`src/rtl/ro_sample_collector.sv`:
```
// Collects RO period counts: synchronises the upstream valid, averages WIN nonzero
// samples per window with min/max tracking, and queues averages in a small FIFO.
module ro_sample_collector #(
    parameter int WIN        = 8,
    parameter int LOG2_WIN   = 3,
    parameter int FIFO_DEPTH = 16
) (
    input  logic                clk_400m,
    input  logic                rst,
    input  logic [31:0]         cnt_in,
    input  logic                cnt_valid,
    input  logic                clear,
    output logic [31:0]         out_data,
    output logic                out_valid,
    input  logic                out_ready,
    output logic [31:0]         win_min,
    output logic [31:0]         win_max,
    output logic [LOG2_WIN:0]   sample_cnt,
    output logic                overflow,
    output logic [15:0]         drop_cnt
);
    localparam int DATA_W = 32;
    localparam int SUM_W  = DATA_W + LOG2_WIN;
    localparam int PTR_W  = $clog2(FIFO_DEPTH);
    localparam logic [LOG2_WIN:0] LAST_CNT = (LOG2_WIN + 1)'(WIN - 1);
    localparam logic [PTR_W:0]    FULL_CNT = (PTR_W + 1)'(FIFO_DEPTH);

    typedef enum logic [1:0] {IDLE, ACCUM, COMMIT} state_t;

    function automatic logic [DATA_W-1:0] window_avg(input logic [SUM_W-1:0] s);
        return DATA_W'(s >> LOG2_WIN);
    endfunction

    function automatic logic [15:0] sat_inc16(input logic [15:0] v);
        return (v == 16'hFFFF) ? v : v + 16'd1;
    endfunction

    state_t              state;
    logic                s1, s2, s3;
    logic                cap_stb;
    logic [DATA_W-1:0]   cap_data;
    logic [SUM_W-1:0]    sum;
    logic [DATA_W-1:0]   cur_min, cur_max;
    logic [DATA_W-1:0]   mem [FIFO_DEPTH];
    logic [PTR_W-1:0]    wr_ptr, rd_ptr;
    logic [PTR_W:0]      count;

    logic rise, take, push, pop, full, do_push;

    assign rise    = s2 & ~s3;
    assign take    = cap_stb && (cap_data != '0) && !clear;
    assign push    = (state == COMMIT) && !clear;
    assign pop     = out_valid && out_ready && !clear;
    assign full    = (count == FULL_CNT);
    assign do_push = push && (!full || pop);

    assign out_valid = (count != '0);
    assign out_data  = mem[rd_ptr];

    // Synchroniser and capture; untouched by clear so no false edge appears
    always_ff @(posedge clk_400m or negedge rst) begin
        if (!rst) begin
            s1       <= 1'b0;
            s2       <= 1'b0;
            s3       <= 1'b0;
            cap_stb  <= 1'b0;
            cap_data <= '0;
        end else begin
            s1      <= cnt_valid;
            s2      <= s1;
            s3      <= s2;
            cap_stb <= rise;
            if (rise)
                cap_data <= cnt_in;
        end
    end

    // Window FSM
    always_ff @(posedge clk_400m or negedge rst) begin
        if (!rst) begin
            state      <= IDLE;
            sum        <= '0;
            cur_min    <= '0;
            cur_max    <= '0;
            sample_cnt <= '0;
            win_min    <= '0;
            win_max    <= '0;
        end else if (clear) begin
            state      <= IDLE;
            sample_cnt <= '0;
            win_min    <= '0;
            win_max    <= '0;
        end else begin
            case (state)
                IDLE: begin
                    if (take) begin
                        sum        <= SUM_W'(cap_data);
                        cur_min    <= cap_data;
                        cur_max    <= cap_data;
                        sample_cnt <= (LOG2_WIN + 1)'(1);
                        state      <= ACCUM;
                    end
                end
                ACCUM: begin
                    if (take) begin
                        sum        <= sum + SUM_W'(cap_data);
                        if (cap_data < cur_min) cur_min <= cap_data;
                        if (cap_data > cur_max) cur_max <= cap_data;
                        sample_cnt <= sample_cnt + (LOG2_WIN + 1)'(1);
                        if (sample_cnt == LAST_CNT)
                            state <= COMMIT;
                    end
                end
                COMMIT: begin
                    win_min <= cur_min;
                    win_max <= cur_max;
                    // A sample landing on the commit cycle opens the next window
                    if (take) begin
                        sum        <= SUM_W'(cap_data);
                        cur_min    <= cap_data;
                        cur_max    <= cap_data;
                        sample_cnt <= (LOG2_WIN + 1)'(1);
                        state      <= ACCUM;
                    end else begin
                        sample_cnt <= '0;
                        state      <= IDLE;
                    end
                end
                default: state <= IDLE;
            endcase
        end
    end

    // Average FIFO
    always_ff @(posedge clk_400m or negedge rst) begin
        if (!rst) begin
            for (int i = 0; i < FIFO_DEPTH; i++)
                mem[i] <= '0;
            wr_ptr   <= '0;
            rd_ptr   <= '0;
            count    <= '0;
            overflow <= 1'b0;
            drop_cnt <= '0;
        end else if (clear) begin
            wr_ptr   <= '0;
            rd_ptr   <= '0;
            count    <= '0;
            overflow <= 1'b0;
            drop_cnt <= '0;
        end else begin
            if (do_push) begin
                mem[wr_ptr] <= window_avg(sum);
                wr_ptr      <= wr_ptr + PTR_W'(1);
            end
            if (push && !do_push) begin
                overflow <= 1'b1;
                drop_cnt <= sat_inc16(drop_cnt);
            end
            if (pop)
                rd_ptr <= rd_ptr + PTR_W'(1);
            if (do_push && !pop)
                count <= count + (PTR_W + 1)'(1);
            else if (!do_push && pop)
                count <= count - (PTR_W + 1)'(1);
        end
    end
endmodule
```
`config.mk`:
```
export PLATFORM = sky130hd
export DESIGN_NAME = ro_sample_collector
export DESIGN_NICKNAME = d
export VERILOG_FILES = /design/src/rtl/ro_sample_collector.sv
export SDC_FILE = /design/constraint.sdc
export NUM_CORES = 1
export LEC_CHECK = 0
export CELL_PAD_IN_SITES_DETAIL_PLACEMENT = 1
export CELL_PAD_IN_SITES_GLOBAL_PLACEMENT = 2
export CORE_ASPECT_RATIO = 0.5
export CORE_MARGIN = 2
export CORE_UTILIZATION = 43
export DETAILED_ROUTE_END_ITERATION = 10
export PLACE_DENSITY_LB_ADDON = 0.1
export SYNTH_ARGS = -nofsm -noshare
export SYNTH_HDL_FRONTEND = slang
export SYNTH_SLANG_ARGS = --single-unit
```
`constraint.sdc`:
```
create_clock -name clk_400m -period 3.9 [get_ports clk_400m]
set_input_delay 0.78 -clock clk_400m [delete_from_list [all_inputs] [get_ports clk_400m]]
set_output_delay 0.78 -clock clk_400m [all_outputs]
set_load 0.03 [all_outputs]
```
==> flow_summary_export.csv <==
group,metric,value,unit
setup_path,startpoint_type,"flop",
place,place_area,39700,um^2
cts,worstSkewPairLatency,650,ps
setup_path,r2r-start,"state[0]",
sta,tns,0,ps
logic_synthesis,synthArstFlopShare,100,%
cts,ctsResizeCount,0,
sta,fmax,0.274,GHz
place,port-buffer-count,154,
detailed_routing,wl_per_cell,24.3,um
global_routing,use_met2,37.8,%
detailed_routing,drt_iter0_drc,1244,
finish,area_growth,14.7,%
setup_path,cp.arrival,2880,ps
floorplanning,die-area,87800,um^2
cts,cts.clk_slew.worst_paths,70,ps
job,max_cap_viol_count,0,
logic_synthesis,ys_types,74,
detailed_routing,vias_per_cell,5.62,
run_status,status,"complete, no violations",
global_routing,grt_first_pass_wirelength,159000,um
detailed_routing,route.detailed.drc,0,
logic_synthesis,synth_cells,2862,
setup_path,rr_worst_depth,7,
setup_path,worst-path-max-fanout,44,
detailed_routing,drt_wl_total,102000,um
worst_hold_path,worstHoldPathType,"primary input to async pin",
finish,final_cells,4184,
detailed_routing,num_vias,23500,
logic_synthesis,syn_area,36700,um^2
floorplanning,pin_count,155,
finish,final_nets,3166,
sta,fin_crit_sh,93.7,%
sta,rsz0062_at_grt,"false",
place,dp.cells,4057,
logic_synthesis,synth_fp_nets,3012,
logic_synthesis,synth_seq_cells,747,
logic_synthesis,ys_warn_count,0,
detailed_routing,firstDrtPassIters,5,
sta,hold_viol,0,
setup_path,worstSetupEndpointType,"output pin",
pwr,p_per_area,626,nW/um^2
sta,slew_headroom,22.3,%
setup_path,critPathKind,"flop to output pin",
cts,holdBufCountCts,0,
floorplanning,num_rows,75,
cts,root_buffer,"clkbuf_16",
pwr,p_leak,20.1,nW
setup_path,critPathRequiredTime,3120,ps
global_routing,grt.total_usage,23.7,%
floorplanning,fp.dieH,211,um
cts,cts_buffers,72,
pwr,vdd_drop_max,0.353,mV
finish,drive_gt1_share,28.2,%
sta,finalMaxSlewViolations,0,
global_routing,met3_usage,2.91,%
finish,design_area,42100,um^2
logic_synthesis,avgSynthCellArea,12.8,um^2
finish,final_common_cell,"dfrtp_1",
logic_synthesis,yosysSeqAreaShare,50.9,%
cts,cts_sinks,747,
cts,cts_buffer_depth,3,
floorplanning,die_w,417,um
place,place.gp.congestion,0.788,
setup_path,r2r_end,"cur_max[25]",
sta,setup_violations,0,
floorplanning,fp.coreArea,84200,um^2
sta,worst_slew_pin_slew,1160,ps
global_routing,grt_pass1_vias,25800,
global_routing,antenna_found_initial,2,
setup_path,r2r_setup_slack,410,ps
global_routing,met1_usage,34.8,%
finish,final_cell_mix,"744 x dfrtp_1, 485 x mux2_2, 185 x mux2i_1, 155 x nand2_1, 130 x o21ai_0",
global_routing,grt_overflow,0,
sta,layout_min_cycle_time,3660,ps
global_routing,grt_max_degree,97,
floorplanning,initial_core_util,43.6,%
cts,htree_levels,3,
cts,cts_tree,"built",
logic_synthesis,synth-edff-count,0,
sta,skew,25.2,ps
place,hpwl,66000,um
logic_synthesis,synth_top_flop_cell,"dfrtp_1",
global_routing,grt-busiest-layer,"met2",
detailed_routing,postRouteAntennaNets,0,
-- stage by stage --
stage	hold slack (ps)	total power [mW]	util [%]	setup slack, ps
after floorplan	331	15.9	-	916
after global placement	339	19.1	47.1	417
after detailed placement	341	19.3	47.1	423
after CTS	85.6	26.6	50.0	21.9
after global routing	101	27.9	50.0	126
final	101	26.3	50.0	244
-- Yosys cell counts, types with 11 or more instances --
master / number / area [um^2]
nor2_1: 125 / 469
nand3_1: 19 / 95.1
dfrtp_1: 747 / 18700
xnor2_1: 18 / 158
buf_1: 16 / 60.1
buf_6: 17 / 191
a221oi_1: 32 / 280
xor2_1: 29 / 254
mux2_2: 485 / 5460
mux2_1: 121 / 1360
clkbuf_1: 97 / 364
ha_1: 111 / 1390
buf_2: 19 / 95.1
inv_1: 76 / 285
nand2_1: 155 / 582
nor2b_1: 11 / 68.8
mux4_2: 64 / 1440
a21oi_1: 95 / 475
mux2i_1: 185 / 1850
a22oi_1: 33 / 248
nand4_1: 18 / 113
a21o_1: 46 / 345
o21ai_0: 130 / 651
nor4_1: 12 / 75.1
o21ai_1: 11 / 55.1
buf_4: 38 / 285
nand2_2: 12 / 75.1
-- state kept, by name, indices dropped and copies added, names as in the netlist --
name        count
mem           512
sum            35
cap_data       32
cur_max        32
cur_min        32
win_max        32
win_min        32
drop_cnt       16
count           5
rd_ptr          4
sample_cnt      4
wr_ptr          4
state           2
cap_stb         1
overflow        1
s1              1
s2              1
s3              1
-- critical path: stages, from the launching register on --
cell and delay (ps):
dfrtp_4 550, buf_4 680, mux4_2 430, a22oi_1 220
nand2_1 160, buf_4 210
-- metal layers --
layer	wire [um]	part of all wire (%)	up-vias
met3	2730	2.7	122
met4	1770	1.7	0
met2	46800	46	267
li1	-	-	10600
met5	0	0	-
met1	50400	50	12500
-- cells by family (layout without fill, tap and decap cells) --
group,Yosys count,count (layout),share of synthesized area (%)
AO/OA/AOI/OAI,412,412,7.14
XOR/XNOR,47,47,1.12
adder cells (fa/ha/maj),113,113,3.89
buffers and inverters,264,468,3.53
flip-flops,747,747,50.9
multiplexers,865,865,28.0
other,0,2,0
AND/OR/NAND/NOR,414,414,5.38
-- worst max-delay path by stage --
stage / slack (ps) / endpoint / start / cells after the start
finish: 240 / out_data[23] / rd_ptr[1] / 5
global route: 130 / out_data[5] / rd_ptr[0] / 7
detailed placement: 420 / mem[257] / clear / 8
CTS: 20 / out_data[24] / rd_ptr[0] / 5
global placement: 420 / count[4] / clear / 12
floorplan: 920 / count[4] / count[2] / 11
-- report_power, final --
| part | internal [mW] | switching, mW |
|---|---|---|
| clock network | 4.13 | 3.13 |
| registers | 8.75 | 1.26 |
| logic | 3.87 | 5.20 |
-- repair_timing --
item                                   4_1_cts  5_1_grt
setup endpoints to repair                    0        7
endpoints found under the hold margin        0        0
buffers inserted                             0        1
-- cell type report --
cell class                 instances  area [um^2]
tap                             1116         1400
clock buffer                     102         2050
timing repair buffer             268         2570
inverter                          76          285
sequential                       747        18700
fill                            8486        42100
clock inverter                    22          314
multi-input combinational       1851        16800
antenna                            2         5.00
Note: power is estimated with default switching activity, not from simulation.
